==> src/rtl/compressor_tree_pipe.sv <==
// compressor_tree_pipe
//   Pipelined carry-save reduction of NUM_IN operands down to a sum/carry pair,
//   or to a single sum when the optional final adder is built. Operands are
//   padded with zero vectors up to the next power of two (NPAD). Each 4:2 level
//   is registered. Every stage has valid/ready flow control, so an empty stage
//   can fill while the output is stalled.
//
//   Build option: define COMPRESSOR_TREE_PIPE_FINAL_ADDER_EN to add one
//   registered carry-propagate stage. out_o[0] then carries the full sum and
//   out_o[1] is zero.
//
// Ports
//   clk_i        clock, rising edge
//   rst_i        asynchronous reset, active-high; drops all data in flight
//   valid_i      operand set valid
//   ready_o      the block accepts the operand set this cycle
//   is_signed_i  1: operands are two's complement, 0: unsigned (per set)
//   in_i         NUM_IN operands of IN_SIZE bits
//   valid_o      result valid
//   ready_i      downstream accepts the result
//   out_o        [0] sum vector, [1] carry vector (already aligned to bit 0)
module compressor_tree_pipe #(
    parameter int NUM_IN   = 12,
    parameter int IN_SIZE  = 18,
    parameter int OUT_SIZE = 23
) (
    input  logic                clk_i,
    input  logic                rst_i,
    input  logic                valid_i,
    output logic                ready_o,
    input  logic                is_signed_i,
    input  logic [IN_SIZE-1:0]  in_i [NUM_IN],
    output logic                valid_o,
    input  logic                ready_i,
    output logic [OUT_SIZE-1:0] out_o [2]
);
    localparam int LOG2N  = $clog2(NUM_IN);
    localparam int NPAD   = 1 << LOG2N;
    localparam int LEVELS = LOG2N - 1;
    localparam int NNODE  = NPAD - 2;      // registered vectors over all levels
    localparam int NSRC   = 2 * NPAD - 4;  // vectors that feed some level
    localparam int XW     = OUT_SIZE - IN_SIZE;

    // First node index written by level k. Levels are packed back to back.
    function automatic int ob(input int k);
        return NPAD - (NPAD >> (k - 1));
    endfunction

    function automatic logic [OUT_SIZE-1:0] maj(input logic [OUT_SIZE-1:0] a,
                                                input logic [OUT_SIZE-1:0] b,
                                                input logic [OUT_SIZE-1:0] c);
        return (a & b) | (a & c) | (b & c);
    endfunction

    // 4:2 compressor built from two full-adder rows. The result is {carry, sum}.
    // The carry is already shifted left by one.
    function automatic logic [2*OUT_SIZE-1:0] csa42(input logic [OUT_SIZE-1:0] a,
                                                    input logic [OUT_SIZE-1:0] b,
                                                    input logic [OUT_SIZE-1:0] c,
                                                    input logic [OUT_SIZE-1:0] d);
        logic [OUT_SIZE-1:0] s1, c1;
        s1 = a ^ b ^ c;
        c1 = maj(a, b, c) << 1;
        return {maj(s1, c1, d) << 1, s1 ^ c1 ^ d};
    endfunction

    logic [OUT_SIZE-1:0] src    [NSRC];
    logic [OUT_SIZE-1:0] node_d [NNODE];
    logic [OUT_SIZE-1:0] node_q [NNODE];
    logic [LEVELS:1]     vld_q;
    logic [LEVELS:0]     vld_w;
    logic [LEVELS:1]     adv_w;
    logic                adv_tail;

    assign vld_w   = {vld_q, valid_i};
    assign ready_o = adv_w[1];

    // Every vector is widened to the full output width on entry. The wrap-around
    // of the carry-save pair then matches mod 2^OUT_SIZE at every level, and
    // is_signed_i only has to be applied here.
    always_comb begin
        for (int i = 0; i < NSRC; i++) src[i] = '0;
        for (int i = 0; i < NUM_IN; i++)
            src[i] = {{XW{is_signed_i & in_i[i][IN_SIZE-1]}}, in_i[i]};
        for (int i = 0; i < NPAD - 4; i++)
            src[NPAD + i] = node_q[i];
    end

    // Level k reads its inputs from src at offset 2*ob(k).
    // It writes its outputs to node_d starting at ob(k).
    always_comb begin
        logic [2*OUT_SIZE-1:0] r;
        r = '0;
        for (int i = 0; i < NNODE; i++) node_d[i] = '0;
        for (int k = 1; k <= LEVELS; k++) begin
            for (int g = 0; g < (NPAD >> (k + 1)); g++) begin
                r = csa42(src[2*ob(k) + 4*g],     src[2*ob(k) + 4*g + 1],
                          src[2*ob(k) + 4*g + 2], src[2*ob(k) + 4*g + 3]);
                node_d[ob(k) + 2*g]     = r[OUT_SIZE-1:0];
                node_d[ob(k) + 2*g + 1] = r[2*OUT_SIZE-1:OUT_SIZE];
            end
        end
    end

    // A stage may advance when it is empty or when every later stage can advance.
    always_comb begin
        logic a;
        adv_w = '0;
        a     = adv_tail;
        for (int k = LEVELS; k >= 1; k--) begin
            a        = a | ~vld_q[k];
            adv_w[k] = a;
        end
    end

    // Stage valid bits: level 1 .. level LEVELS
    always_ff @(posedge clk_i or posedge rst_i) begin
        if (rst_i) begin
            vld_q <= '0;
        end else begin
            for (int k = 1; k <= LEVELS; k++)
                if (adv_w[k]) vld_q[k] <= vld_w[k-1];
        end
    end

    // Stage data: loaded only when a valid vector moves in
    always_ff @(posedge clk_i) begin
        for (int k = 1; k <= LEVELS; k++)
            if (adv_w[k] && vld_w[k-1])
                for (int j = ob(k); j < ob(k + 1); j++) node_q[j] <= node_d[j];
    end

`ifdef COMPRESSOR_TREE_PIPE_FINAL_ADDER_EN
    logic [OUT_SIZE-1:0] fa_q;
    logic                fa_vld_q;

    assign adv_tail = ~fa_vld_q | ready_i;
    assign valid_o  = fa_vld_q;

    // Final carry-propagate stage
    always_ff @(posedge clk_i or posedge rst_i) begin
        if (rst_i)         fa_vld_q <= 1'b0;
        else if (adv_tail) fa_vld_q <= vld_q[LEVELS];
    end

    always_ff @(posedge clk_i) begin
        if (adv_tail && vld_q[LEVELS]) fa_q <= node_q[NPAD-4] + node_q[NPAD-3];
    end

    always_comb begin
        out_o[0] = '0;
        out_o[1] = '0;
        if (fa_vld_q) out_o[0] = fa_q;
    end
`else
    assign adv_tail = ready_i;
    assign valid_o  = vld_q[LEVELS];

    // Gate the unreset data registers so that out_o reads zero while nothing is valid
    always_comb begin
        out_o[0] = '0;
        out_o[1] = '0;
        if (vld_q[LEVELS]) begin
            out_o[0] = node_q[NPAD-4];
            out_o[1] = node_q[NPAD-3];
        end
    end
`endif

endmodule

==> config.mk <==
export PLATFORM = sky130hd
export DESIGN_NAME = compressor_tree_pipe
export DESIGN_NICKNAME = d
export VERILOG_FILES = /design/src/rtl/compressor_tree_pipe.sv
export SDC_FILE = /design/constraint.sdc
export NUM_CORES = 1
export LEC_CHECK = 0
export ABC_CLOCK_PERIOD_IN_PS = 10600
export CORE_MARGIN = 4
export CORE_UTILIZATION = 40
export CTS_CLUSTER_SIZE = 30
export DETAILED_ROUTE_END_ITERATION = 10
export PLACE_DENSITY_LB_ADDON = 0.2
export SETUP_SLACK_MARGIN = 0.05
export SLEW_MARGIN = 20
export SYNTH_ARGS = -nofsm -noshare
export SYNTH_HDL_FRONTEND = slang
export SYNTH_SLANG_ARGS = --single-unit
==> constraint.sdc <==
create_clock -name clk_i -period 10.6 [get_ports clk_i]
set_clock_uncertainty 0.05 [all_clocks]
set_input_delay 2.12 -clock clk_i [delete_from_list [all_inputs] [get_ports clk_i]]
set_output_delay 2.12 -clock clk_i [all_outputs]
set_load 0.02 [all_outputs]
==> out/qor.yml <==
critical_path:
  crit_family: "buffers and inverters"
  timing.critical_path.buf_inv: 2
  crit_top_cell: "clkdlybuf4s50_1"
  cpPeakStageDelay_ns: 0.63
  cp-startpoint: "ready_i"
  crit_type: "in2out"
  cp.required_ns: 8.43
  r2r_cells: 3
  path_depth: 3
  crit_arrival_ns: 3.41
  crit_path_end_kind: "primary output"
  crit_chain: "clkdlybuf4s50_1 > nand4b_1 > clkdlybuf4s50_1"
  rr_startpoint: "vld_q[3]"
  cpMaxStageDelayCell: "clkdlybuf4s50_1"
  setup.worst_path.start_class: "primary input"
  path_max_fanout: 3
sta:
  fin_crit_ns: 5.58
  hold_viol: 0
  fmax_mhz: 179
  worstMarginPinSlew_ns: 0.866
  fin_crit_sh_pct: 52.6
  finalSetupTns_ns: 0
  relSlewSlack_pct: 42.3
  finalSetupViolCount: 0
  drv_slew: 0
  rsz0062_at_grt: "no"
synthesis:
  synth_edf_count: 249
  netlist_top_cells_count: "edfxtp_1 (249), fa_1 (194), inv_1 (156), ha_1 (48), and2_1 (47)"
  synth_area_leaders: "edfxtp_1 (57%), fa_1 (30%), ha_1 (4.6%)"
  syn_inst: 728
  ys_seq_area_share_pct: 57.7
  async_flop_share_pct: 1.19
  synth_cell_type_count: 19
  yosys.cell_count.top_type: "edfxtp_1"
  netlist_area_mm2: 0.0131
  yosysTopAreaCell: "edfxtp_1"
  synth_top_area_share_pct: 57.1
  syn-mean-instance-area_um2: 18.0
  ys_seq_elements: 252
  synth-main-ff-cell: "edfxtp_1"
  yosys_warnings: 0
detailed_routing:
  firstDrtPassIters: 4
  route.detailed.wl_per_inst_um: 15.2
  detail-route-antenna-nets: 0
  wirelength_mm: 22.5
  drtIter0Drc: 260
  viasPerCell: 4.29
  drcViolationCount: 0
  num_vias: 6352
place:
  place_area_mm2: 0.0163
  globalplace.congestion: 0.755
  hpwlAfterDp_mm: 17.8
  place.port_buffers: 266
floorplan:
  dieWidth_um: 189
  row_count: 66
  dieArea_mm2: 0.0357
  start_util_pct: 40.4
  die_h_um: 189
  ioPinCount: 269
  core_mm2: 0.0325
finish:
  syn_to_final_growth_pct: 31.1
  n_fill_cell: 2679
  final_cell_area_mm2: 0.0172
  drive_above_1_share_pct: 4.05
  num-nets-final: 1483
  diodes: 0
clock_network:
  cts_sinks: 252
  htreeDepth: 1
  numCtsBuffers: 28
  cts_tree: "done"
  clk_latency_ns: 0.52
  holdBufCountCts: 0
  cts-root-buf: "clkbuf_16"
  post_cts_buffers: 0
  cts_resized: 0
  path_clk_slew_ns: 0.06
  cts_buffer_depth: 3
min_path:
  min_from: "node_q[0][92]"
  hp-class: "reg2reg"
  holdPathStages: 0
grt:
  grt_pass1_wl_mm: 37.0
  grt_usage_pct: 12.9
  grt_max_degree: 86
  antenna_found_initial: 0
  grt_overflow_total: 0
  grt_pass1_vias: 7381
pwr:
  power_density_mw_per_mm2: 194
  p_leak_nw: 6.77
  ir_drop_mv: 0.128
run:
  cap_violations: 0
run_status:
  status: "finished clean"
path summary, 6_finish.rpt:
check | slack [ns] | end
setup / recovery | 5.02 | ready_o
hold / removal | 0.38 | node_q[1][46]
setup reg to reg | 7.94 | node_q[0][101]
hold reg to reg | 0.38 | node_q[1][46]
max in group asynchronous | 8.64 | vld_q[2]
min in group asynchronous | 1.72 | vld_q[1]
flip-flops by register name, summed over array words and instances (netlist names):
name	count
node_q	249
vld_q	3
cell usage in the layout (no fill, tap or decap), types with 3 or more instances in the layout:
| master | Yosys | routed |
|---|---|---|
| fa_1 | 194 | 194 |
| dfrtp_1 | 3 | 3 |
| nand2_1 | 12 | 12 |
| clkinv_1 | 0 | 10 |
| nand2b_1 | 3 | 3 |
| inv_1 | 156 | 156 |
| clkbuf_16 | 0 | 29 |
| clkinv_2 | 0 | 4 |
| and2_1 | 47 | 45 |
| edfxtp_1 | 249 | 249 |
| clkdlybuf4s50_1 | 0 | 266 |
| ha_1 | 48 | 48 |
power breakdown:
group          internal (mW)  switching, mW
combinational          0.456          0.467
clock                  0.539          0.360
sequential              1.44         0.0741
per-layer routing:
layer,vias to the layer above,share of wire [%],GRT usage [%]
li1,2938,-,-
met1,3186,41,16.8
met2,189,50,22.2
met3,39,6.6,3.13
met4,0,2.1,3.22
met5,-,0,0
final cells by class:
class | instances | area (um^2) | area share, %
Sequential cell | 252 | 7550 | 44.0
Multi-Input combinational cell | 313 | 4940 | 28.7
Timing Repair Buffer | 269 | 2690 | 15.7
Clock buffer | 31 | 733 | 4.27
Inverter | 156 | 586 | 3.41
Tap cell | 442 | 553 | 3.22
Clock inverter | 17 | 126 | 0.736
per-stage QoR:
stage	worst slack (ns)	instances	total power, mW	utilization, %	hold WS (ns)
2_1_floorplan	1.56	729	2.05	-	0.350
3_3_place_gp	5.04	1432	2.46	50.3	0.360
3_5_place_dp	5.02	1432	2.49	50.3	0.355
4_1_cts	5.01	1480	3.41	52.9	0.389
5_1_grt	4.96	1480	3.59	52.9	0.401
6_report	5.02	1480	3.33	52.9	0.385
cell families (layout without fill, tap and decap cells):
kind of cell,count (synthesis),after routing,synth area share (%)
xor gates and xnor gates,3,3,0.306
DFF,252,252,57.7
adders and majority gates,242,242,34.2
other,1,2,0.0286
buffers and inverters,164,473,4.81
and+or+nand+nor,64,64,2.85
AOI/OAI and AO/OA,2,2,0.115
No activity file was read; power rests on OpenSTA's default activity.
